<file path="src/rtl/fifo_pkg.sv">
// Types and helpers shared by the FIFO read-side blocks: the unpacker FSM
// encoding and the legality check for the entry/sub-word split.
package fifo_pkg;

    typedef enum logic {
        IDLE = 1'b0,
        HOLD = 1'b1
    } unpack_state_e;

    function automatic bit ratio_legal(input int in_w, input int ratio);
        return (ratio == 1 || ratio == 2 || ratio == 4 || ratio == 8) &&
               (in_w > 0) && (in_w % ratio == 0);
    endfunction

endpackage

</file>
<file path="src/rtl/fifo_rd_unpacker.sv">
// Pops one entry from a show-ahead FIFO and presents it as RATIO narrower
// sub-words, least-significant lane first, with a zero-bubble handoff between entries.
module fifo_rd_unpacker
    import fifo_pkg::*;
#(
    parameter int IN_W  = 32,
    parameter int RATIO = 4
) (
    input  logic                    clk_i,
    input  logic                    rst_i,
    input  logic                    flush_i,
    input  logic                    fifo_empty_i,
    input  logic [IN_W-1:0]         fifo_data_i,
    output logic                    fifo_pop_o,
    output logic                    out_valid_o,
    output logic [IN_W/RATIO-1:0]   out_data_o,
    output logic                    out_last_o,
    input  logic                    out_ready_i,
    output logic                    busy_o
);

    localparam int OUT_W  = IN_W / RATIO;
    localparam int LANE_W = (RATIO > 1) ? $clog2(RATIO) : 1;
    localparam logic [LANE_W-1:0] LAST_LANE = LANE_W'(RATIO - 1);

    if (!ratio_legal(IN_W, RATIO)) begin : g_bad_params
        $error("fifo_rd_unpacker: IN_W must split evenly into RATIO lanes of 1, 2, 4 or 8");
    end

    unpack_state_e                state_q, state_d;
    logic [IN_W-1:0]              hold_q, hold_d;
    logic [LANE_W-1:0]            lane_q, lane_d;
    logic [RATIO-1:0][OUT_W-1:0]  lanes;
    logic                         in_hold;
    logic                         is_last;
    logic                         transfer;
    logic                         pop;

    assign lanes    = hold_q;
    // Reset is folded into the outputs so nothing is offered or popped while it is held.
    assign in_hold  = (state_q == HOLD) && !rst_i;
    assign is_last  = (lane_q == LAST_LANE);
    assign transfer = in_hold && out_ready_i;
    assign pop      = !rst_i && !flush_i && !fifo_empty_i &&
                      ((state_q == IDLE) || (transfer && is_last));

    // NOTE: every signal gets a default before any branch, so no path leaves it unassigned and no latch is inferred.
    always_comb begin
        state_d = state_q;
        hold_d  = hold_q;
        lane_d  = lane_q;
        if (flush_i) begin
            state_d = IDLE;
            lane_d  = '0;
        end else if (pop) begin
            state_d = HOLD;
            hold_d  = fifo_data_i;
            lane_d  = '0;
        end else if (transfer) begin
            if (is_last) begin
                state_d = IDLE;
                lane_d  = '0;
            end else begin
                lane_d  = lane_q + LANE_W'(1);
            end
        end
    end

    // NOTE: state registers use non-blocking assignments so every flop samples pre-edge values.
    always_ff @(posedge clk_i) begin
        if (rst_i) begin
            state_q <= IDLE;
            lane_q  <= '0;
            // NOTE: the holding register is cleared too, so out_data_o reads zero after reset.
            hold_q  <= '0;
        end else begin
            state_q <= state_d;
            lane_q  <= lane_d;
            hold_q  <= hold_d;
        end
    end

    assign fifo_pop_o  = pop;
    assign out_valid_o = in_hold;
    assign busy_o      = in_hold;
    assign out_data_o  = lanes[lane_q];
    // Gated by valid so a single-lane build does not flag last while idle.
    assign out_last_o  = in_hold && is_last;

endmodule

</file>
<file path="config.mk">
export PLATFORM = sky130hd
export DESIGN_NAME = fifo_rd_unpacker
export DESIGN_NICKNAME = d
export VERILOG_FILES = /design/src/rtl/fifo_pkg.sv /design/src/rtl/fifo_rd_unpacker.sv
export SDC_FILE = /design/constraint.sdc
export NUM_CORES = 1
export LEC_CHECK = 0
export CAP_MARGIN = 15
export CORE_AREA = 8 8 75 77
export CTS_BUF_LIST = sky130_fd_sc_hd__clkbuf_4 sky130_fd_sc_hd__clkbuf_8 sky130_fd_sc_hd__clkbuf_16
export CTS_CLUSTER_DIAMETER = 30
export DETAILED_ROUTE_END_ITERATION = 10
export DIE_AREA = 0 0 83 85
export DONT_BUFFER_PORTS = 1
export HOLD_SLACK_MARGIN = 0.15
export PLACE_DENSITY_LB_ADDON = 0.1
export SLEW_MARGIN = 20
export SYNTH_ARGS = -nofsm -noshare
export SYNTH_HDL_FRONTEND = slang
export SYNTH_SLANG_ARGS = --single-unit
</file>
<file path="constraint.sdc">
create_clock -name clk_i -period 1.6 [get_ports clk_i]
set_input_delay 0.08 -clock clk_i [delete_from_list [all_inputs] [get_ports clk_i]]
set_output_delay 0.08 -clock clk_i [all_outputs]
set_load 0.05 [all_outputs]
</file>
Word level (Yosys, flattened, before mapping)
Index checks and enable logic that the tools add are counted.
W data, S select, Z words.
{ "word_totals": {"regBits": 35, "in_bits": 37, "elab_cells": 31} }
{ "classes": {"n_addsub": 1, "order_cmp": 1, "n_eq_ne": 1, "mux": 6, "bitwise_logic": 2, "n_reduce_logical": 17} }
{ "op_table": {"columns": ["cell", "count"], "rows": [
  ["$bmux W8 S2", 1],
  ["$mux W8", 1],
  ["$logic_and A1 B1 Y1", 7],
  ["$reduce_and A2 Y1", 2],
  ["$reduce_bool A2 Y1", 2],
  ["$logic_not A1 Y1", 3],
  ["$lt A2 B3 Y1 const B", 1],
  ["$mux W1", 3],
  ["$reduce_or A3 Y1", 1],
  ["$add A2 B1 Y2 const B", 1],
  ["$eq A2 B2 Y1 const B", 1],
  ["$mux W2", 1],
  ["$not A1 Y1", 2],
  ["$reduce_or A2 Y1", 1],
  ["$logic_or A1 B1 Y1", 1]
]} }

Longest topological paths before layout
{ "depth": {"word_depth": 8, "depth_mapped": 7} }

Worst setup path after synthesis
OpenSTA, ideal clock, no wires.
{ "synth_timing": {"path_type": "register to output", "start": "register state_q", "end": "output out_last_o", "arrival_ps": 1696, "required_time_ps": 1520, "path_slack_ps": -176, "path_stages_with_launch": 3, "n_path_buf": 0, "cell_sequence": "dfxtp_1 nor2b_1 and2_1"} }
{ "synth_between": {"elab_chain_cells": 2} }
{ "synth_rtl": {"columns": ["element", "line_no", "rtl"], "rows": [
  ["from (decl)", "fifo_rd_unpacker.sv:30", "unpack_state_e state_q, state_d;"],
  ["from (signal assigned)", "fifo_rd_unpacker.sv:77", "state_q <= state_d;"],
  ["$logic_and A1 B1 Y1", "fifo_rd_unpacker.sv:41", "assign in_hold = (state_q == HOLD) && !rst_i;"],
  ["named net busy_o", "fifo_rd_unpacker.sv:19", "output logic busy_o"],
  ["$logic_and A1 B1 Y1", "fifo_rd_unpacker.sv:88", "assign out_last_o = in_hold && is_last;"],
  ["to (decl)", "fifo_rd_unpacker.sv:17", "output logic out_last_o,"]
]} }
The timed path passes the listed nets, and every way through them passes these cells.

Worst setup path after layout
{ "layout_timing": {"start": "register lane_q[0]", "end": "output out_data_o[2]"} }
{ "layout_between": {"elab_chain_cells": 2} }
{ "layout_rtl": {"columns": ["element", "line_no", "rtl"], "rows": [
  ["from (decl)", "fifo_rd_unpacker.sv:32", "logic [LANE_W-1:0] lane_q, lane_d;"],
  ["from (signal assigned)", "fifo_rd_unpacker.sv:78", "lane_q <= lane_d;"],
  ["$bmux W8 S2", "fifo_rd_unpacker.sv:86", "assign out_data_o = lanes[lane_q];"],
  ["$mux W8 (implied by the code)", "fifo_rd_unpacker.sv:86", null],
  ["to (decl)", "fifo_rd_unpacker.sv:16", "output logic [IN_W/RATIO-1:0] out_data_o,"]
]} }
Every way passes these cells. The select of a mux whose other input is x is not followed.

==> flow_summary.yaml <==
pwr:
  irDropWorstVdd_mv: 0.4931
  seqPwrFrac_pct: 46.0
  p_comb_share_pct: 13.8
  p_int_mw: 1.541
  p_sw_mw: 0.4943
  clock_power_share_pct: 40.2
  power.total_mw: 2.036
  leakage_nw: 0.8513
  switching_share_pct: 24.28
  powerDensity_nw_per_um2: 897.8
min_path:
  holdCritStartpoint: "rst_i"
  hold_path_depth: 3
  hold_path_class: "in -> reg"
critical_path:
  cp.required_ps: 1520
  critPathMaxStageDelay_ps: 670
  cp_cell_sequence: "buf_8, mux4_2"
  crit_start: "lane_q[0]"
  reg2reg_from: "lane_q[0]"
  crit_type: "reg -> out"
  cp-end-kind: "output pin"
  worst-path-max-fanout: 5
  worst-path-stages: 2
  cp_top_family: "multiplexers"
  arrival_ps: 1470
  worstRegToRegCells: 5
  slowest_stage: "mux4_2"
  path_buf_inv: 1
  start_kind: "register"
clocking:
  clkTransAtPathRegs_ps: 70
  htreeDepth: 2
  cts_tree: "done"
  clk_latency_ps: 280
  cts_max_path_buffers: 2
  cts_buffers: 5
  cts-root-buf: "clkbuf_8"
  cts_sinks: 35
detailed_routing:
  ant_nets: 0
  drt_wl_total_mm: 4.598
  first_iter_violations: 78
  post-route-drc-count: 0
  drt_pass1_iterations: 5
  post_drt_via_cell_ratio: 5.302
  wire_per_inst_um: 17.35
  vias: 1405
die:
  io_pins: 49
  core_area_um2: 4536
  die-area_um2: 7055
  die_h_um: 85
  die_w_um: 83
  rows: 25
  start_util_pct: 37.43
layout:
  fin_nets: 248
  drive_gt1_share_pct: 31.75
  layout.cells.non_filler: 265
  area_growth_pct: 33.53
  antennaDiodeCount: 0
  final_common_cell: "dlygate4sd3_1"
  final_cell_mix: "dlygate4sd3_1, dfxtp_1, nand2_1"
placed_design:
  port_buffers: 0
  hpwl_mm: 2.794
  placed_cells: 214
  place.gp.congestion: 0.7101
logic_synthesis:
  synth_compound_area_share_pct: 17.76
  synth_top_family_by_area: "simple AND/OR/NAND/NOR gates"
  synth_fa_ha_area_share_pct: 0.7369
  synth_xor_area_share_pct: 0
  yosysWarnings: 0
  synth_cells: 170
  yosys.area_share.simple_pct: 20.85
  ys_seq_elements: 35
  muxShareOfSynthArea_pct: 11.20
  ys_types: 24
  ys_seq_area_share_pct: 41.27
  synth_area_per_cell_um2: 9.988
  syn_nets: 208
  synth_area_um2: 1698
sta:
  fmax_mhz: 643.5
  period_minus_slack_ps: 1554
  tightest_slew_ps: 543.3
  whs_ps: 218.3
  slew_viol_final: 0
  hold_viol: 0
  rsz0062_at_grt: "no"
  setup_viol: 0
  fin_crit_sh_pct: 97.13
  slew_headroom_pct: 63.73
  finClkSkew_ps: 8.546
  setup_tns_ps: 0
global_routing:
  grt_max_degree: 34
  grt_antenna_before_repair: 0
  gr-total-overflow: 0
  grt_use_total_pct: 13.26
  grt_pass1_wl_mm: 7.576
  grt_pass1_vias: 1449
status:
  status: "complete, no violations"
run:
  drv_cap: 0
-- logic make-up (layout without fill, tap and decap cells) --
group	after synthesis	after routing
compound gates	35	35
buf+inv	18	58
mux	9	9
simple gates	72	73
fa+ha+maj	1	1
flops	35	35
-- worst reg2reg max path, delay by kind of cell (launching register included) --
family | cells | cell delay [ps]
AO/OA/AOI/OAI | 2 | 280
adder cells (fa/ha/maj) | 1 | 190
buffers and inverters | 1 | 350
flip-flops | 1 | 370
AND/OR/NAND/NOR | 1 | 200
-- synth_stat cells, drive strengths merged --
cell type  number  area [µm²]
dfxtp          35       700.7
nand2          33       123.9
nand3          32       160.2
o21ai          32       269.0
buf             9       105.1
clkbuf          8       30.03
mux4            8       180.2
and2            2       15.02
a2111oi         1       15.01
a211oi          1       7.510
a21bo           1       10.01
ha              1       12.51
inv             1       3.750
mux2i           1       10.01
nand3b          1       20.02
nor2b           1       6.260
nor3            1       10.01
nor4            1       12.51
or3             1       6.260
-- final cells by class --
class | count | area (µm²)
sequential | 35 | 704.4
clock buffer | 6 | 82.58
fill | 415 | 2268
tap | 54 | 67.56
timing repair buffer | 49 | 498.0
multi-input combinational | 118 | 875.8
clock inverter | 2 | 35.03
inverter | 1 | 3.754
-- metal layers --
layer | part of all wire [%] | vias to the layer above | GRT usage (%)
li1 | - | 682 | -
met1 | 47 | 662 | 16.81
met2 | 44 | 55 | 20.37
met3 | 7.5 | 6 | 5.268
met4 | 0.94 | 0 | 3.355
met5 | 0 | - | 0
-- stage by stage --
stage / area [µm²] / util [%] / setup WS [ps]
final: 2267 / 49.99 / 45.96
after global routing: 2267 / 49.99 / 5.089
after CTS: 2237 / 49.32 / 13.94
after detailed placement: 1717 / 37.85 / 103.5
after global placement: 1717 / 37.85 / 137.7
after floorplan: 1700 / - / 118.5
-- worst paths after layout --
check             endpoint  slack, ps
min reg2reg      hold_q[1]        450
min              hold_q[3]        220
max reg2reg      hold_q[9]        140
max          out_data_o[2]         50
-- sequential cells by signal, summed over array words and instances, names as in the netlist --
register and cells:
lane_q 2, state_q 1, hold_q 32
-- power by group through the flow --
stage               combinational (mW)  clock (mW)  sequential (mW)
finish                           0.281       0.819            0.936
floorplan                        0.185           0            0.950
CTS                              0.282       0.849            0.937
global placement                 0.194           0            0.955
global route                     0.302       0.889            0.941
detailed placement               0.197           0            0.957
-- what timing repair did --
item                                    in CTS  in global routing
pin swaps                                    0                  0
endpoints found under the setup margin       9                 22
setup buffers                                2                  3
resized for setup                            5                  3
cloned                                       2                  0
hold buffers                                36                  0
endpoints found under the hold margin       35                  0
(Power assumes the default switching activity.)
